### src/rtl/cln_key_loader.sv
// Serial key loader for the cln locking network.
// Bits arrive one per handshake and are collected in a shadow register.
// The complete key is then copied to K0/K1/K2 in a single edge, so the
// network never sees a partially loaded key.
module cln_key_loader #(
    parameter  int unsigned N      = 16,
    parameter  int unsigned STAGES = 6,
    localparam int unsigned KW     = N * STAGES / 2
) (
    input  logic          CLK,
    input  logic          RST_N,
    input  logic          START,
    input  logic          CLEAR,
    input  logic          KEY_IN,
    input  logic          KEY_VALID,
    output logic          KEY_READY,
    output logic [KW-1:0] K0,
    output logic [KW-1:0] K1,
    output logic [KW-1:0] K2,
    output logic          KEY_LOCKED,
    output logic          BUSY
);

    localparam int unsigned NK = 3 * KW;
    localparam int unsigned CW = $clog2(NK + 1);

    typedef enum logic [1:0] {
        ST_IDLE   = 2'd0,
        ST_SHIFT  = 2'd1,
        ST_COMMIT = 2'd2,
        ST_DONE   = 2'd3
    } state_e;

    state_e        state_q,  state_d;
    logic [CW-1:0] cnt_q,    cnt_d;
    logic [NK-1:0] shadow_q, shadow_d;
    logic [KW-1:0] k0_q,     k0_d;
    logic [KW-1:0] k1_q,     k1_d;
    logic [KW-1:0] k2_q,     k2_d;
    logic          ready_q,  ready_d;
    logic          busy_q,   busy_d;
    logic          locked_q, locked_d;

    // State, shadow, active key and status flags
    always_ff @(posedge CLK or negedge RST_N) begin
        if (!RST_N) begin
            state_q  <= ST_IDLE;
            cnt_q    <= '0;
            shadow_q <= '0;
            k0_q     <= '0;
            k1_q     <= '0;
            k2_q     <= '0;
            ready_q  <= 1'b0;
            busy_q   <= 1'b0;
            locked_q <= 1'b0;
        end else begin
            state_q  <= state_d;
            cnt_q    <= cnt_d;
            shadow_q <= shadow_d;
            k0_q     <= k0_d;
            k1_q     <= k1_d;
            k2_q     <= k2_d;
            ready_q  <= ready_d;
            busy_q   <= busy_d;
            locked_q <= locked_d;
        end
    end

    // Next-state: CLEAR beats START beats a bit transfer
    always_comb begin
        state_d  = state_q;
        cnt_d    = cnt_q;
        shadow_d = shadow_q;
        k0_d     = k0_q;
        k1_d     = k1_q;
        k2_d     = k2_q;

        if (CLEAR) begin
            state_d  = ST_IDLE;
            cnt_d    = '0;
            shadow_d = '0;
            k0_d     = '0;
            k1_d     = '0;
            k2_d     = '0;
        end else begin
            unique case (state_q)
                ST_IDLE: begin
                    if (START) begin
                        state_d = ST_SHIFT;
                        cnt_d   = '0;
                    end
                end
                ST_SHIFT: begin
                    if (START) begin
                        // restart: the new load overwrites earlier bits
                        cnt_d = '0;
                    end else if (KEY_VALID) begin
                        shadow_d[cnt_q] = KEY_IN;
                        cnt_d           = cnt_q + CW'(1);
                        if (cnt_q == CW'(NK - 1)) begin
                            state_d = ST_COMMIT;
                        end
                    end
                end
                ST_COMMIT: begin
                    // START is ignored here; the commit always completes
                    k0_d    = shadow_q[KW-1:0];
                    k1_d    = shadow_q[2*KW-1:KW];
                    k2_d    = shadow_q[NK-1:2*KW];
                    state_d = ST_DONE;
                end
                ST_DONE: begin
                    if (START) begin
                        state_d = ST_SHIFT;
                        cnt_d   = '0;
                    end
                end
                default: begin
                    state_d = ST_IDLE;
                end
            endcase
        end
    end

    // Status flags are registered copies of the decoded next state
    always_comb begin
        ready_d  = 1'b0;
        busy_d   = 1'b0;
        locked_d = 1'b0;
        unique case (state_d)
            ST_SHIFT: begin
                ready_d = 1'b1;
                busy_d  = 1'b1;
            end
            ST_COMMIT: begin
                busy_d = 1'b1;
            end
            ST_DONE: begin
                locked_d = 1'b1;
            end
            default: begin
                ready_d  = 1'b0;
            end
        endcase
    end

    assign KEY_READY  = ready_q;
    assign BUSY       = busy_q;
    assign KEY_LOCKED = locked_q;
    assign K0         = k0_q;
    assign K1         = k1_q;
    assign K2         = k2_q;

endmodule

### config.mk
export PLATFORM = sky130hd
export DESIGN_NAME = cln_key_loader
export DESIGN_NICKNAME = d
export VERILOG_FILES = /design/src/rtl/cln_key_loader.sv
export SDC_FILE = /design/constraint.sdc
export NUM_CORES = 1
export LEC_CHECK = 0
export BUFFER_PORTS_ARGS = -buffer_cell sky130_fd_sc_hd__buf_2
export CORE_UTILIZATION = 42
export DETAILED_ROUTE_END_ITERATION = 16
export GPL_TIMING_DRIVEN = 0
export PLACE_DENSITY = 0.68
export SYNTH_ARGS = -nofsm -noshare
export SYNTH_HDL_FRONTEND = slang
export SYNTH_SLANG_ARGS = --single-unit
### constraint.sdc
create_clock -name CLK -period 2.15 [get_ports CLK]
set_clock_uncertainty 0.15 [all_clocks]
set_input_delay 0.1075 -clock CLK [delete_from_list [all_inputs] [get_ports CLK]]
set_output_delay 0.1075 -clock CLK [all_outputs]
set_load 0.01 [all_outputs]
==> impl_metrics.toml, run 1 <==
[sta]
setup-violations-final = 0
timing.slew.headroom_pct = 42.7
timing.final.max_slew_violations = 0
totalNegativeSetupSlack_ns = 0
whs_ns = 0.0104
final_hold_viols = 0
period_share_pct = 97.3
final_period_minus_worst_setup_slack_ns = 2.09
layout_setup_ws_ns = 0.0571
grt_setup_unrepaired = "yes"
fmax_mhz = 478
tightest_slew_ns = 0.859

[synth]
ys_async_sr_fraction_pct = 100
yosysWarningCount = 0
netlist.top_cell.by_area = "sky130_fd_sc_hd__dfrtp_1"
synth-seq-area-share_pct = 55.4
mappedNetlistNets = 1242
synth_top_cells_by_area = "sky130_fd_sc_hd__dfrtp_1 (55%), sky130_fd_sc_hd__mux2i_1 (15%), sky130_fd_sc_hd__nor2_1 (5.6%)"
syn_inst = 1227
ys_types = 55
syn-cell-area_sq_mm = 0.0136
syn_area_cell_sq_um = 11.1
ys_dominant_reg_cell = "sky130_fd_sc_hd__dfrtp_1"
synth_top_cell_area_share_pct = 55.4
ys_seq_elements = 301
synth_edf_count = 0

[worst_setup_path]
startpoint_type = "flop"
worstPathRequired_ns = 2.44
regToRegSetupSlack_ns = 0.06
worst_path_max_delay_cell = "sky130_fd_sc_hd__dfrtp_1"
worst_r2r_startpoint = "cnt_q[5]$_DFFE_PN0P_"
timing.setup.critical_path_class = "flop to flop"
worst-path-max-fanout = 10
critical-path-max-stage-delay_ns = 0.40
worstPathArrival_ns = 2.39
path_cells = "buf_2, nor4b_4, nand3_1, a221o_1, ha_1, inv_1"
ff2ff_path_depth = 6
cpLargestDelayFamily = "simple AND/OR/NAND/NOR gates"
critPathCaptureType = "flop"
regToRegEndpoint = "BUSY$_DFF_PN0_"
critPathBufInv = 2

[clocking]
cts.reportedPaths.clkPinSlew_ns = 0.06
tritoncts_num_sinks = 301
cts_max_level = 1
worstSkewPairLatency_ns = 0.55
clock-root-buffer = "sky130_fd_sc_hd__clkbuf_16"
numCtsBuffers = 30
cts_buffer_depth = 3
clock_tree_from_tritoncts = "yes"

[global_route]
grt-busiest-layer = "met2"
pin_count_of_the_biggest_net_entering_global_routing = 126
grt_antenna_before_repair = 1
globalRouteTotalUtil_pct = 22.7
grt_first_pass_wirelength_mm = 58.6
global_route.usage.met1_pct = 31.6
globalRouteMet2Util_pct = 36.5
number_of_global_route_vias_before_repair = 10200
grt_overflow_total = 0
global_route.usage.met3_pct = 2.99

[run_status]
outcome = "completed"

[power_and_ir_drop]
cellInternalPower_w = 0.00959
power_per_cell_area_mw_per_mm2 = 807
comb_power_share_pct = 16.1
p_leak_nw = 7.48
power_spent_charging_and_discharging_nets_w = 0.00348
power_switching_share_pct = 26.6
clock_power_share_pct = 40.1
seq_power_share_pct = 43.8
power.ir.vdd_worst_mv = 0.700

[floorplan]
floorplan.rows = 65
start_util_pct = 42.9
chipHeight_um = 182
boundaryPins = 153
core_region_area_sq_mm = 0.0317
die_width_um = 182
floorplan.die_area_sq_mm = 0.0331

[flow_run]
drv.max_cap_violation_count = 0

[finish]
layout-drive-gt1-share_pct = 23.3
multiInputGateArea_sq_mm = 0.00558
area_growth_pct = 19.2
num-fill-cells = 2851
fin_util_pct = 51.1
seqCellArea_sq_mm = 0.00753
layout.nets = 1440

[detailed_routing]
route.vias.total = 10100
wl_mm = 37.5
routed_wire_length_per_instance_um = 20.3
drt_iter0_markers = 754
remaining_drc_errors = 0
via_cell_ratio = 5.46
dr.pass1.iters = 5
detail-route-antenna-nets = 0

[placed_design]
io_buffer_count = 149
pre_cts_ws_ns = -0.472
dp_hpwl_mm = 25.5
finalWeightedCongestion = 0.847

[worst_hold_path]
hold_path_class = "input port to async pin"
==> worst reg2reg max path: stages (launching register included) <==
cell and delay [ns]:
sky130_fd_sc_hd__dfrtp_1 0.40, sky130_fd_sc_hd__buf_2 0.20, sky130_fd_sc_hd__nor4b_4 0.35, sky130_fd_sc_hd__nand3_1 0.17, sky130_fd_sc_hd__a221o_1 0.38, sky130_fd_sc_hd__ha_1 0.30, sky130_fd_sc_hd__inv_1 0.04
==> cells in the final DEF, fill, tap and decap left out, drive strengths merged, types with 3 or more instances in the layout <==
master | netlist | routed
inv | 8 | 8
dlygate4sd3 | 0 | 4
or4 | 3 | 3
nor4 | 3 | 3
a21oi | 3 | 3
buf | 69 | 232
nand4bb | 3 | 3
nor2 | 202 | 202
mux2i | 198 | 198
nand3b | 94 | 94
clkbuf | 44 | 84
nor3 | 37 | 37
ha | 9 | 9
nand3 | 114 | 114
dfrtp | 301 | 301
and4bb | 3 | 3
clkinv | 0 | 8
or4b | 4 | 4
o21ai | 92 | 92
nand2 | 4 | 4
nor4b | 5 | 5
==> what timing repair did <==
| item | CTS | global route |
|---|---|---|
| endpoints found under the hold margin | 104 | 0 |
| buffers inserted | 7 | 5 |
| gates resized for setup | 18 | 48 |
| hold buffers | 4 | 0 |
| pin swaps | 1 | 3 |
| endpoints found under the setup margin | 234 | 111 |
==> through the flow <==
| step | cells | total power, W | cell area, sq um |
|---|---|---|---|
| floorplan | 1227 | 0.00726 | 13600 |
| global placement | 1778 | 0.00779 | 14800 |
| detailed placement | 1780 | 0.00783 | 14900 |
| CTS | 1842 | 0.0131 | 16000 |
| global route | 1846 | 0.0135 | 16200 |
| finish | 1847 | 0.0131 | 16200 |
==> metal layers <==
| layer | vias to the layer above | wire [um] | share of wire [%] |
|---|---|---|---|
| met5 | - | 0 | 0 |
| met4 | 0 | 1180 | 3.1 |
| met3 | 68 | 2190 | 5.8 |
| met2 | 316 | 17500 | 47 |
| met1 | 5038 | 16600 | 44 |
| li1 | 4655 | - | - |
==> Yosys cell counts (4+ instances only) <==
cell type / instances
sky130_fd_sc_hd__nor2_1: 202
sky130_fd_sc_hd__nand2_1: 4
sky130_fd_sc_hd__clkbuf_1: 44
sky130_fd_sc_hd__o21ai_1: 12
sky130_fd_sc_hd__buf_6: 6
sky130_fd_sc_hd__nand3b_1: 91
sky130_fd_sc_hd__buf_1: 9
sky130_fd_sc_hd__mux2i_1: 198
sky130_fd_sc_hd__buf_2: 49
sky130_fd_sc_hd__or4b_4: 4
sky130_fd_sc_hd__buf_4: 5
sky130_fd_sc_hd__nor4b_2: 4
sky130_fd_sc_hd__ha_1: 9
sky130_fd_sc_hd__nor3_2: 20
sky130_fd_sc_hd__nor3_1: 17
sky130_fd_sc_hd__o21ai_0: 80
sky130_fd_sc_hd__dfrtp_1: 301
sky130_fd_sc_hd__nand3_1: 113
sky130_fd_sc_hd__inv_1: 7
==> power by group through the flow <==
stage	clock, W	combinational [W]	sequential (W)
2_1_floorplan	0	0.00142	0.00584
3_3_place_gp	0	0.00196	0.00583
3_5_place_dp	0	0.00200	0.00583
5_1_grt	0.00554	0.00225	0.00573
4_1_cts	0.00531	0.00206	0.00573
6_report	0.00524	0.00211	0.00573
==> how the worst max path moves through the flow <==
stage,cells after the start,slack [ns],end,startpoint
floorplan,7,0.10,cnt_q[7]$_DFFE_PN0P_,state_q[0]$_DFF_PN0_
global placement,1,-4.76,K1[11]$_DFFE_PN0P_,RST_N
detailed placement,9,-0.47,shadow_q[35]$_DFFE_PN0P_,state_q[1]$_DFF_PN0_
CTS,8,0.00001,shadow_q[106]$_DFFE_PN0P_,state_q[1]$_DFF_PN0_
global route,7,-0.03,cnt_q[7]$_DFFE_PN0P_,state_q[0]$_DFF_PN0_
finish,6,0.06,BUSY$_DFF_PN0_,cnt_q[5]$_DFFE_PN0P_
==> area by class of cell <==
class	instances	share of cell area, %
inverters	8	0.185
well taps	402	3.11
plain buffers	112	3.86
clock inverters	10	0.618
diodes	1	0.0154
repair buffers	167	5.81
multi-input cells	805	34.5
flip-flops and latches	301	46.5
clock buffers	41	5.45
==> state kept, by name, summed over array words and instances, names as in the netlist <==
register / flops
BUSY: 1
K0: 48
K1: 48
K2: 48
KEY_LOCKED: 1
KEY_READY: 1
cnt_q: 8
shadow_q: 144
state_q: 2
==> cell families after synthesis <==
kind of cell | after synthesis | share of synthesized area [%]
flops | 301 | 55.4
simple gates | 490 | 20.6
mux | 199 | 14.7
fa+ha+maj | 9 | 0.828
buf+inv | 121 | 4.26
compound gates | 106 | 4.15
xor+xnor | 1 | 0.0644
Note: power is estimated with default switching activity, not from simulation.
==> run 2: changes to the inputs <==
- CTS_CLUSTER_SIZE: not set -> 28
- MAX_ROUTING_LAYER: not set -> met4
- RECOVER_POWER: not set -> 100
==> impl_metrics.toml, run 2 (synthesis results as in run 1) <==
[run_status]
outcome = "completed"

[finish]
num-fill-cells = 2903
layout.nets = 1442
largest-register = "shadow_q"
largest_register_ffs = 144
multiInputGateArea_sq_mm = 0.00558
most-common-layout-cells = "sky130_fd_sc_hd__dfrtp_1 (301), sky130_fd_sc_hd__nor2_1 (202), sky130_fd_sc_hd__mux2i_1 (198)"
layout_commonest_cell = "sky130_fd_sc_hd__dfrtp_1"
area_growth_pct = 17.8
seqCellArea_sq_mm = 0.00753
final_cell_area_sq_mm = 0.0160
layout-drive-gt1-share_pct = 13.1
fin_util_pct = 50.5

[global_route]
grt-busiest-layer = "met2"
globalRouteTotalUtil_pct = 23.4
grt_first_pass_wirelength_mm = 58.6
global_route.usage.met3_pct = 2.67
number_of_global_route_vias_before_repair = 10200
pin_count_of_the_biggest_net_entering_global_routing = 126
globalRouteMet2Util_pct = 36.5
global_route.usage.met1_pct = 31.9
grt_antenna_before_repair = 1
grt_overflow_total = 0

[worst_setup_path]
critPathCaptureType = "flop"
worstPathRequired_ns = 2.45
ff2ff_path_depth = 6
startpoint_type = "flop"
worst-path-max-fanout = 10
worstPathArrival_ns = 2.39
timing.setup.critical_path_class = "flop to flop"

[floorplan]
start_util_pct = 42.9
core_region_area_sq_mm = 0.0317
die_width_um = 182
boundaryPins = 153
floorplan.die_area_sq_mm = 0.0331
chipHeight_um = 182
floorplan.rows = 65

[sta]
final_hold_viols = 0
fmax_mhz = 477
timing.final.max_slew_violations = 0
timing.slew.headroom_pct = 21.0
setup-violations-final = 0
tightest_slew_ns = 1.18
period_share_pct = 97.5
grt_setup_unrepaired = "yes"
final_period_minus_worst_setup_slack_ns = 2.10

[detailed_routing]
via_cell_ratio = 5.48
drt_iter0_markers = 848
routed_wire_length_per_instance_um = 20.4
remaining_drc_errors = 0
wl_mm = 37.7
detail-route-antenna-nets = 0
dr.pass1.iters = 5
route.vias.total = 10100

[placed_design]
dp_hpwl_mm = 25.5
dpl_cell_area_sq_mm = 0.0149
finalWeightedCongestion = 0.861
io_buffer_count = 149

[clocking]
numCtsBuffers = 30
cts_buffer_depth = 3
worstSkewPairLatency_ns = 0.55
tritoncts_num_sinks = 301
cts_max_level = 1
clock-root-buffer = "sky130_fd_sc_hd__clkbuf_16"
clock_tree_from_tritoncts = "yes"
cts.reportedPaths.clkPinSlew_ns = 0.06

[power_and_ir_drop]
cellInternalPower_w = 0.00961
power.ir.vdd_worst_mv = 0.677
power_per_cell_area_mw_per_mm2 = 819
p_leak_nw = 6.83
clock_power_share_pct = 40.0
seq_power_share_pct = 43.7
comb_power_share_pct = 16.3
power_switching_share_pct = 26.7
report.power.total_w = 0.0131
power_spent_charging_and_discharging_nets_w = 0.00351

[worst_hold_path]
hold_path_class = "input port to flop"
timing.hold.worst_path_depth = 4

[flow_run]
drv.max_cap_violation_count = 0
==> run 2: critical path, stage by stage (launching register included) <==
cell and delay (ns):
sky130_fd_sc_hd__dfrtp_1 0.40, sky130_fd_sc_hd__buf_2 0.20, sky130_fd_sc_hd__nor4b_4 0.35, sky130_fd_sc_hd__nand3_1 0.16
sky130_fd_sc_hd__a221o_1 0.38, sky130_fd_sc_hd__ha_1 0.30, sky130_fd_sc_hd__inv_1 0.04
==> run 2: worst paths after layout <==
kind | from | endpoint | slack, ns
min in group asynchronous | RST_N | BUSY$_DFF_PN0_ | 0.22
worst max-delay path | cnt_q[5]$_DFFE_PN0P_ | BUSY$_DFF_PN0_ | 0.05
worst min-delay path | START | cnt_q[1]$_DFFE_PN0P_ | 0.05
worst min register to register | shadow_q[101]$_DFFE_PN0P_ | shadow_q[101]$_DFFE_PN0P_ | 0.36
worst max register to register | cnt_q[5]$_DFFE_PN0P_ | BUSY$_DFF_PN0_ | 0.05
max in group asynchronous | RST_N | K0[33]$_DFFE_PN0P_ | 0.35
==> run 2: layer usage <==
metal / routed length, um / vias to the layer above
li1: - / 4659
met5: 0 / -
met4: 1150 / 0
met1: 17100 / 5107
met2: 17600 / 290
met3: 1820 / 72
==> run 2: power groups by stage <==
stage,logic (W),registers [W],clock network [W]
6_report,0.00214,0.00573,0.00525
5_1_grt,0.00228,0.00572,0.00554
4_1_cts,0.00206,0.00573,0.00531
3_5_place_dp,0.00200,0.00583,0
3_3_place_gp,0.00196,0.00583,0
2_1_floorplan,0.00142,0.00584,0
==> run 2: timing repair <==
item                                    in CTS  in global routing
gates resized for setup                     18                 45
hold buffers                                 4                  0
pin swaps                                    1                  2
cloned                                       0                  0
buffers inserted                             7                  7
endpoints found under the setup margin     234                111
hold endpoints to repair                   104                  0
==> run 2: cell type report <==
| cell class | instances | area share (%) |
|---|---|---|
| multi-input cells | 805 | 34.8 |
| clock buffers | 41 | 5.52 |
| plain buffers | 112 | 3.91 |
| well taps | 402 | 3.14 |
| clock inverters | 10 | 0.625 |
| repair buffers | 169 | 4.73 |
| inverters | 8 | 0.188 |
| flip-flops and latches | 301 | 47.0 |
| diodes | 1 | 0.0156 |
==> run 2: stage by stage <==
stage               std cells  hold slack (ns)  setup TNS (ns)  worst slack [ns]
floorplan                1227           -0.338               0             0.101
global placement         1778            0.342        -1468.54             -4.76
detailed placement       1780           0.0201          -47.24            -0.472
CTS                      1842           0.0256               0         0.0000149
global route             1849           0.0488         -0.0351           -0.0194
finish                   1849           0.0511               0            0.0539
==> run 3: changes to the inputs <==
--- a/config.mk
+++ b/config.mk
@@ -6,5 +6,6 @@
 export NUM_CORES = 1
 export LEC_CHECK = 0
-export BUFFER_PORTS_ARGS = -buffer_cell sky130_fd_sc_hd__buf_2
+export ABC_AREA = 0
+export BUFFER_PORTS_ARGS = -buffer_cell sky130_fd_sc_hd__clkbuf_2
 export CORE_UTILIZATION = 42
 export CTS_CLUSTER_SIZE = 28
--- a/constraint.sdc
+++ b/constraint.sdc
@@ -3,3 +3,3 @@
 set_input_delay 0.1075 -clock CLK [delete_from_list [all_inputs] [get_ports CLK]]
 set_output_delay 0.1075 -clock CLK [all_outputs]
-set_load 0.01 [all_outputs]
+set_load 0.005 [all_outputs]
==> impl_metrics.toml, run 3 (synthesis results as in run 1) <==
[clocking]
cts_buffer_depth = 3
clock-root-buffer = "sky130_fd_sc_hd__clkbuf_16"
numCtsBuffers = 29
cts.reportedPaths.clkPinSlew_ns = 0.07
cts_max_level = 1
tritoncts_num_sinks = 301
worstSkewPairLatency_ns = 0.54
clock_tree_from_tritoncts = "yes"

[global_route]
grt_first_pass_wirelength_mm = 59.1
number_of_global_route_vias_before_repair = 10300
grt_antenna_before_repair = 1
globalRouteTotalUtil_pct = 23.6
pin_count_of_the_biggest_net_entering_global_routing = 99
grt_overflow_total = 0

[power_and_ir_drop]
power_switching_share_pct = 26.6
p_leak_nw = 7.07
report.power.total_w = 0.0130
power_per_cell_area_mw_per_mm2 = 807
power.ir.vdd_worst_mv = 0.550
cellInternalPower_w = 0.00953
power_spent_charging_and_discharging_nets_w = 0.00345
comb_power_share_pct = 16.3
seq_power_share_pct = 44.1
clock_power_share_pct = 39.6

[sta]
fmax_mhz = 476
setup-violations-final = 0
tightest_slew_ns = 0.923
timing.slew.headroom_pct = 38.5
period_share_pct = 97.7
final_hold_viols = 0
grt_setup_unrepaired = "yes"
timing.final.max_slew_violations = 0
final_period_minus_worst_setup_slack_ns = 2.10

[worst_setup_path]
worstPathArrival_ns = 2.43
regToRegSetupSlack_ns = 0.05
path_cells = "inv_1, ha_4, nand2b_4, a21o_1, buf_6, or4_4, a21oi_2"
regToRegEndpoint = "cnt_q[7]$_DFFE_PN0P_"
worst-path-max-fanout = 10
worstPathRequired_ns = 2.47
startpoint_type = "flop"
worst_r2r_startpoint = "state_q[0]$_DFF_PN0_"
ff2ff_path_depth = 7
critical-path-max-stage-delay_ns = 0.51
critPathCaptureType = "flop"
worst_path_max_delay_cell = "sky130_fd_sc_hd__or4_4"
timing.setup.critical_path_class = "flop to flop"

[detailed_routing]
routed_wire_length_per_instance_um = 20.3
via_cell_ratio = 5.48
wl_mm = 37.5
drt_iter0_markers = 686
remaining_drc_errors = 0
detail-route-antenna-nets = 0
route.vias.total = 10100
dr.pass1.iters = 5

[finish]
layout_commonest_cell = "sky130_fd_sc_hd__dfrtp_1"
layout.nets = 1440
layout-drive-gt1-share_pct = 17.8
largest-register = "shadow_q"
area_growth_pct = 18.4
most-common-layout-cells = "sky130_fd_sc_hd__dfrtp_1 (300), sky130_fd_sc_hd__nor2_1 (202), sky130_fd_sc_hd__mux2i_1 (198)"
fin_util_pct = 50.7
layoutNonFillerInstCount = 1847
num-fill-cells = 2903
largest_register_ffs = 144

[flow_run]
drv.max_cap_violation_count = 0

[floorplan]
core_region_area_sq_mm = 0.0317
boundaryPins = 153
chipHeight_um = 182
die_width_um = 182
floorplan.rows = 65
start_util_pct = 42.9
floorplan.die_area_sq_mm = 0.0331

[worst_hold_path]
hold_path_class = "input port to flop"
whs_endpoint = "shadow_q[85]$_DFFE_PN0P_"
timing.hold.worst_path_depth = 5
worst_hold_startpoint = "START"

[placed_design]
dp_cells = 1781
dp_hpwl_mm = 25.8
finalWeightedCongestion = 0.859
io_buffer_count = 149

[run_status]
outcome = "completed"
-- run 3: cell types whose count changed in the layout (fill, tap and decap cells not counted), moves of 3 or more --
cell                       before  now
sky130_fd_sc_hd__nor3_2        27   24
sky130_fd_sc_hd__clkbuf_1     189  115
sky130_fd_sc_hd__clkbuf_2       1   78
sky130_fd_sc_hd__nor3_1        10   13
sky130_fd_sc_hd__buf_4         21   17
sky130_fd_sc_hd__clkbuf_8       7   10
sky130_fd_sc_hd__clkinv_2       8    5
-- run 3: final cells by class --
cell class,count,area [sq um],share of cell area [%]
diodes,1,2.50,0.0156
plain buffers,113,631,3.92
clock buffers,42,865,5.37
clock inverters,8,92.6,0.575
inverters,8,30.0,0.187
multi-input cells,805,5580,34.7
flip-flops and latches,301,7530,46.8
well taps,402,503,3.13
repair buffers,167,855,5.31
-- run 3: per-stage QoR --
stage          cell area, sq um  hold WS, ns  TNS [ns]  worst slack (ns)
3_5_place_dp              14900      0.00208    -36.61            -0.419
3_3_place_gp              14800        0.342  -1692.29             -5.54
2_1_floorplan             13600       -0.338         0             0.101
5_1_grt                   16100       0.0627   -0.0750           -0.0238
4_1_cts                   16100       0.0329         0           0.00113
6_report                  16100       0.0598         0            0.0486
-- run 3: worst max path at each step --
stage                          endpoint  slack, ns  cells after the start                  from
3_5_place_dp   shadow_q[35]$_DFFE_PN0P_      -0.42                      9  state_q[1]$_DFF_PN0_
3_3_place_gp         K1[11]$_DFFE_PN0P_      -5.54                      1                 RST_N
5_1_grt            state_q[1]$_DFF_PN0_      -0.02                      4                 RST_N
4_1_cts        shadow_q[79]$_DFFE_PN0P_      0.001                      9  state_q[1]$_DFF_PN0_
2_1_floorplan      cnt_q[7]$_DFFE_PN0P_       0.10                      7  state_q[0]$_DFF_PN0_
6_report           cnt_q[7]$_DFFE_PN0P_       0.05                      7  state_q[0]$_DFF_PN0_
-- run 3: repair_timing --
| action | CTS | global route |
|---|---|---|
| hold endpoints to repair | 248 | 0 |
| setup buffers | 7 | 2 |
| endpoints found under the setup margin | 232 | 86 |
| resized for setup | 21 | 43 |
| pin swaps | 1 | 1 |
| hold buffers | 6 | 0 |
-- run 3: power groups by stage --
stage          Clock, W  Sequential, W  Combinational [W]
4_1_cts         0.00521        0.00573            0.00206
5_1_grt         0.00544        0.00572            0.00225
3_5_place_dp          0        0.00583            0.00199
3_3_place_gp          0        0.00584            0.00194
6_report        0.00514        0.00572            0.00212
2_1_floorplan         0        0.00583            0.00142
-- run 3: worst max-delay path: cells and delay by family, from the launching register on --
family,cells,cell delay (ns)
flip-flops,1,0.42
buffers and inverters,2,0.23
AO/OA/AOI/OAI,2,0.31
adder cells (fa/ha/maj),1,0.27
AND/OR/NAND/NOR,2,0.65
-- run 3: metal layers --
layer	track usage (%)	part of all wire, %	vias up
met5	-	0	-
met4	7.80	3.5	0
met3	3.63	5.1	72
met2	36.2	47	296
met1	32.0	45	5087
li1	-	-	4667
